## config.mk

```make
export PLATFORM = sky130hd
export DESIGN_NAME = cursor_field_editor
export DESIGN_NICKNAME = d
export VERILOG_FILES = /design/src/rtl/cursor_pkg.sv /design/src/rtl/wrap_counter.sv /design/src/rtl/cursor_field_editor.sv
export SDC_FILE = /design/constraint.sdc
export NUM_CORES = 1
export LEC_CHECK = 0
export ABC_CLOCK_PERIOD_IN_PS = 2500
export CORE_AREA = 8 8 75 77
export DETAILED_ROUTE_END_ITERATION = 8
export DIE_AREA = 0 0 83 85
export PLACE_DENSITY_LB_ADDON = 0.25
export SKIP_CTS_REPAIR_TIMING = 1
export SLEW_MARGIN = 20
export SYNTH_ARGS = -nofsm -noshare
export SYNTH_HDL_FRONTEND = slang
export SYNTH_HIERARCHICAL = 1
export SYNTH_SLANG_ARGS = --single-unit
```

## constraint.sdc

```tcl
create_clock -name clk -period 2.5 [get_ports clk]
set_input_delay 0.5 -clock clk [delete_from_list [all_inputs] [get_ports clk]]
set_output_delay 0.5 -clock clk [all_outputs]
set_load 0.05 [all_outputs]
```

## src/rtl/cursor_pkg.sv

```systemverilog
// Shared constants and FSM encoding for the time-setting cursor editor.
package cursor_pkg;

  localparam logic [1:0] CAMPO_HORA = 2'd0;
  localparam logic [1:0] CAMPO_MIN  = 2'd1;
  localparam logic [1:0] CAMPO_SEG  = 2'd2;

  localparam int MAX_HORA = 23;
  localparam int MAX_MIN  = 59;
  localparam int MAX_SEG  = 59;

  typedef enum logic [1:0] {
    ST_IDLE  = 2'd0,
    ST_EDIT  = 2'd1,
    ST_WRITE = 2'd2
  } state_t;

endpackage

```

## src/rtl/wrap_counter.sv

```systemverilog
// Up/down counter over 0..MAX with wrap-around at both ends; increment wins over decrement.
module wrap_counter #(
  parameter int W   = 6,
  parameter int MAX = 59
) (
  input  logic         clk,
  input  logic         reset,
  input  logic         i_inc,
  input  logic         i_dec,
  output logic [W-1:0] o_value
);

  localparam logic [W-1:0] MAX_V = W'(MAX);

  logic [W-1:0] r_value;

  // Value register: wraps MAX->0 going up and 0->MAX going down
  always_ff @(posedge clk or posedge reset) begin
    if (reset) begin
      r_value <= {W{1'b0}};
    end else if (i_inc) begin
      if (r_value >= MAX_V) r_value <= {W{1'b0}};
      else                  r_value <= r_value + {{(W-1){1'b0}}, 1'b1};
    end else if (i_dec) begin
      if (r_value == {W{1'b0}}) r_value <= MAX_V;
      else if (r_value > MAX_V) r_value <= MAX_V;
      else                      r_value <= r_value - {{(W-1){1'b0}}, 1'b1};
    end else begin
      r_value <= r_value;
    end
  end

  assign o_value = r_value;

endmodule

```

## src/rtl/cursor_field_editor.sv

```systemverilog
// Cursor/edit front-end for setting hours, minutes and seconds, handing results to the RTC writer.
// Optional macro CURSOR_BLINK_EN makes the field highlight blink with a BLINK_DIV half-period.
module cursor_field_editor
  import cursor_pkg::*;
#(
  parameter int NUM_FIELDS = 3,
  parameter int VAL_W      = 6,
  parameter int BLINK_DIV  = 25_000_000
) (
  input  logic             clk,
  input  logic             reset,
  input  logic             izquierda,
  input  logic             derecha,
  input  logic             arriba,
  input  logic             abajo,
  input  logic             programar,
  input  logic             wr_ack,
  output logic             wr_req,
  output logic [VAL_W-1:0] hora,
  output logic [VAL_W-1:0] minuto,
  output logic [VAL_W-1:0] segundo,
  output logic [1:0]       campo,
  output logic             editando,
  output logic             resaltar
);

  localparam logic [1:0] LAST_CAMPO = 2'(NUM_FIELDS - 1);

  state_t     r_state;
  logic [1:0] r_campo;
  logic       r_wr_req;
  logic       r_editando;

  logic w_edit_act;
  logic w_inc_any;
  logic w_dec_any;

  // Priority decode: programar > izquierda > derecha > arriba > abajo
  assign w_edit_act = (r_state == ST_EDIT) & ~programar;
  assign w_inc_any  = w_edit_act & ~izquierda & ~derecha & arriba;
  assign w_dec_any  = w_edit_act & ~izquierda & ~derecha & ~arriba & abajo;

  // Mode FSM with registered cursor, edit flag and write request
  always_ff @(posedge clk or posedge reset) begin
    if (reset) begin
      r_state    <= ST_IDLE;
      r_campo    <= CAMPO_HORA;
      r_wr_req   <= 1'b0;
      r_editando <= 1'b0;
    end else begin
      case (r_state)
        ST_IDLE: begin
          if (programar) begin
            r_state    <= ST_EDIT;
            r_campo    <= CAMPO_HORA;
            r_editando <= 1'b1;
          end else begin
            r_state <= ST_IDLE;
          end
        end
        ST_EDIT: begin
          if (programar) begin
            r_state    <= ST_WRITE;
            r_wr_req   <= 1'b1;
            r_editando <= 1'b0;
          end else if (izquierda) begin
            r_campo <= (r_campo == 2'd0) ? LAST_CAMPO : r_campo - 2'd1;
          end else if (derecha) begin
            r_campo <= (r_campo >= LAST_CAMPO) ? 2'd0 : r_campo + 2'd1;
          end else begin
            r_state <= ST_EDIT;
          end
        end
        ST_WRITE: begin
          if (wr_ack) begin
            r_state  <= ST_IDLE;
            r_wr_req <= 1'b0;
          end else begin
            r_state <= ST_WRITE;
          end
        end
        default: begin
          r_state    <= ST_IDLE;
          r_campo    <= CAMPO_HORA;
          r_wr_req   <= 1'b0;
          r_editando <= 1'b0;
        end
      endcase
    end
  end

  wrap_counter #(.W(VAL_W), .MAX(MAX_HORA)) u_hora (
    .clk     (clk),
    .reset   (reset),
    .i_inc   (w_inc_any & (r_campo == CAMPO_HORA)),
    .i_dec   (w_dec_any & (r_campo == CAMPO_HORA)),
    .o_value (hora)
  );

  wrap_counter #(.W(VAL_W), .MAX(MAX_MIN)) u_minuto (
    .clk     (clk),
    .reset   (reset),
    .i_inc   (w_inc_any & (r_campo == CAMPO_MIN)),
    .i_dec   (w_dec_any & (r_campo == CAMPO_MIN)),
    .o_value (minuto)
  );

  wrap_counter #(.W(VAL_W), .MAX(MAX_SEG)) u_segundo (
    .clk     (clk),
    .reset   (reset),
    .i_inc   (w_inc_any & (r_campo == CAMPO_SEG)),
    .i_dec   (w_dec_any & (r_campo == CAMPO_SEG)),
    .o_value (segundo)
  );

`ifdef CURSOR_BLINK_EN
  localparam int              CNT_W      = (BLINK_DIV > 1) ? $clog2(BLINK_DIV) : 1;
  localparam logic [CNT_W-1:0] BLINK_LAST = CNT_W'(BLINK_DIV - 1);

  logic [CNT_W-1:0] r_blink_cnt;
  logic             r_blank;
  logic             r_resaltar;

  // Blink timer restarts visible on EDIT entry and only runs while editing
  always_ff @(posedge clk or posedge reset) begin
    if (reset) begin
      r_blink_cnt <= {CNT_W{1'b0}};
      r_blank     <= 1'b0;
      r_resaltar  <= 1'b0;
    end else if ((r_state == ST_IDLE) && programar) begin
      r_blink_cnt <= {CNT_W{1'b0}};
      r_blank     <= 1'b0;
      r_resaltar  <= 1'b1;
    end else if (w_edit_act) begin
      if (r_blink_cnt >= BLINK_LAST) begin
        r_blink_cnt <= {CNT_W{1'b0}};
        r_blank     <= ~r_blank;
        r_resaltar  <= r_blank;
      end else begin
        r_blink_cnt <= r_blink_cnt + {{(CNT_W-1){1'b0}}, 1'b1};
        r_resaltar  <= ~r_blank;
      end
    end else begin
      r_blink_cnt <= {CNT_W{1'b0}};
      r_blank     <= 1'b0;
      r_resaltar  <= 1'b0;
    end
  end

  assign resaltar = r_resaltar;
`else
  assign resaltar = r_editando;
`endif

  assign wr_req   = r_wr_req;
  assign campo    = r_campo;
  assign editando = r_editando;

endmodule
```

==> metrics <==
CP Data Required Time 2.00 ns; Max stage delay on crit path just under 0.9 ns; PwrDens 1030 nW/µm²; hpwl dp roughly 3700 µm; Final Setup Violations 0; Worst-Margin Slew approximately 0.52 ns; status completed; most frequent cells in the layout clkdlybuf4s50_1 (28), dfrtp_1 (24), buf_4 (23), o21ai_0 (19), inv_1 (18); Avg Inst Size Synth between 8 and 9 µm²; Placer Congestion 0.848; Multi-input gate area roughly 1300 µm²; post-synthesis mux area share 0.00527; Layout Skew between 0.002 and 0.003 ns; FFs w/ async S/R, synth 1.00; Power, Total around 2.7 mW; hold_ws about 0.51 ns; Endpoint, Worst Hold wr_req; largest family of logic cells by synthesized area compound AO/OA/AOI/OAI gates; Register Area 601 µm²; DRT Wirelength approximately 5000 µm; critical path class flop to output pin; complex-gate fraction of the synthesized area 0.270; num rows 25; post-route cell area 2640 µm²; FF+latch count, synth 24; initial DRC count approximately 120; post-placement cell count 340; XOR/XNOR share of the synthesized area 0.0164; Synth Warn # 6; port bufs 30; root buf cell clkbuf_8; FF-to-FF path depth 7; vias ~2000; Hold Vio Cnt, Final 0; Syn Inst Count 253; CP Cell Sequence clkdlybuf4s50_1; final number of max-transition violations 0; Worst Hold Class flop to flop; per-cell routed wire length around 14 µm; Reg clk slew, reported paths approximately 0.08 ns; fin crit share 0.913; R2R setup slack roughly 0.23 ns; RSZ-0062 raised after global routing no; I/O pin count 31; reg-to-reg endpoint u_hora/o_value[3]; remaining antenna violation count after routing 0; number of global-route vias before repair ~1900; Synth Cell Area around 2100 µm²; DP Area ~2600 µm²; Buf/Inv on CP 1; GRT Util Overall 0.146; area grow syn2layout 23.4%; Chip Height between 80 and 90 µm; TritonCTS clock tree built; Critical Path Fanout Max 13; Diodes inserted 0; GRT overflow 0; commonest non-fill, non-tap cell in the layout clkdlybuf4s50_1; # DRC 0; post-synthesis cell type count 57; Pleak between 1 and 1.5 nW; number of H-tree branching levels 1; CP endpoint kind output pin; CORE AREA roughly 4500 µm²; simple-gate share of the synthesized area 0.250; Post-Syn Nets approximately 270; Pre-antenna DRT Iters 4; Post-synth EDFFs 0; CP arrival between 1.5 and 2 ns; Main synth FF type dfrtp_1; max cap viols 0; Final min period roughly 2.3 ns; Reg-to-Reg Start r_state[0]; clock buffer depth 2; share of cells above drive strength 1 0.172; type of origin of the critical path flop; worst rel slew slack 0.656; CTS sink count 24; highest clock rate about 440 MHz; CP delay by family, top buffers and inverters; Die X a little over 80 µm; initial antenna violation count 0; Avg Vias per Cell 5.77; Synth Area in Adders 0.0761; HP Start wr_req; Die ar. between 7000 and 8000 µm²; Skew-Pair Late Insertion Delay ~0.26 ns; global-route wire length before repair 9020 µm; Final #Nets 313; CTS Buf Count 3; Fillers between 400 and 500; Seq/Total Area, Yosys 0.281; setup TNS 0 ns; Initial Util 0.471; Worst VDD drop between 0.0005 and 0.0006 V; Critical-path top delay cell clkdlybuf4s50_1; Post-Layout Cell Count between 300 and 400; hold path cells 2; pin count of the biggest net entering global routing 14
==> how the worst max path moves through the flow <==
| stage | cells past startpoint | slack [ns] | end | startpoint |
|---|---|---|---|---|
| 5_1_grt | 7 | 0.09 | u_hora/o_value[3] | r_state[0] |
| 3_3_place_gp | 8 | -0.26 | u_minuto/o_value[2] | izquierda |
| 2_1_floorplan | 8 | 0.13 | u_minuto/o_value[5] | izquierda |
| 6_report | 1 | 0.22 | segundo[4] | u_segundo/o_value[4] |
| 3_5_place_dp | 8 | -0.30 | u_minuto/o_value[2] | izquierda |
| 4_1_cts | 8 | -0.01 | u_minuto/o_value[2] | izquierda |
==> power by group <==
| group | internal [mW] | leakage (nW) | switching (mW) | total [mW] |
|---|---|---|---|---|
| Combinational | 0.669 | 0.718 | 1.05 | 1.72 |
| Clock | 0.140 | 0.0288 | 0.122 | 0.262 |
| Sequential | 0.514 | 0.313 | 0.221 | 0.735 |
| Total | 1.32 | 1.06 | 1.39 | 2.72 |
==> sequential cells by signal (all words and copies together), names as in the netlist <==
signal	flops
campo	2
editando	1
u_segundo/o_value	6
u_hora/o_value	6
wr_req	1
u_minuto/o_value	6
r_state	2
==> synth_stat cells (all sizes together), types with 2 or more instances <==
cell type  instances  area (µm²)
a22oi              2        15.0
a31oi              6        37.5
a31o               3        26.3
ha                13         163
a21oi             19         103
dfrtp             24         601
nand2b             3        18.8
nand4              6        37.5
nor2              18        75.1
nand2             13        48.8
xor2               2        17.5
clkbuf             6        22.5
o221a              2        22.5
a311oi             4        41.3
and4               2        17.5
xnor2              2        17.5
o21a               4        30.0
o2111ai            3        38.8
nor2b              3        18.8
o32ai              2        17.5
a21o               4        30.0
and2               4        27.5
or2                3        18.8
nor3              14        92.6
a22o               2        17.5
o21ai             21         105
nand3             11        55.1
a32o               2        20.0
inv               19        71.3
buf               15         123
nor4b              5        65.1
o22ai              2        12.5
o31ai              2        15.0
==> layout make-up <==
type,instances,area share
sequential,24,0.228
tap,54,0.0256
clock buffer,4,0.0209
timing repair buffer,55,0.196
multi-input combinational,189,0.503
inverter,19,0.0270
==> per-layer routing <==
layer,track usage,wire (µm)
met5,0,0
met1,0.190,2360
met4,0.0351,36
met2,0.237,2350
met3,0.0326,210
==> kinds of logic after synthesis <==
family | after synthesis
buffers and inverters | 40
AO/OA/AOI/OAI | 83
adder cells (fa/ha/maj) | 13
flip-flops | 24
AND/OR/NAND/NOR | 88
multiplexers | 1
XOR/XNOR | 4
==> metrics by stage <==
step	util	setup slack, ns
2_1_floorplan	-	0.130
3_3_place_gp	0.566	-0.263
3_5_place_dp	0.566	-0.300
4_1_cts	0.578	-0.0118
5_1_grt	0.582	0.0932
6_report	0.582	0.218
Note: power is estimated with default switching activity, not from simulation.
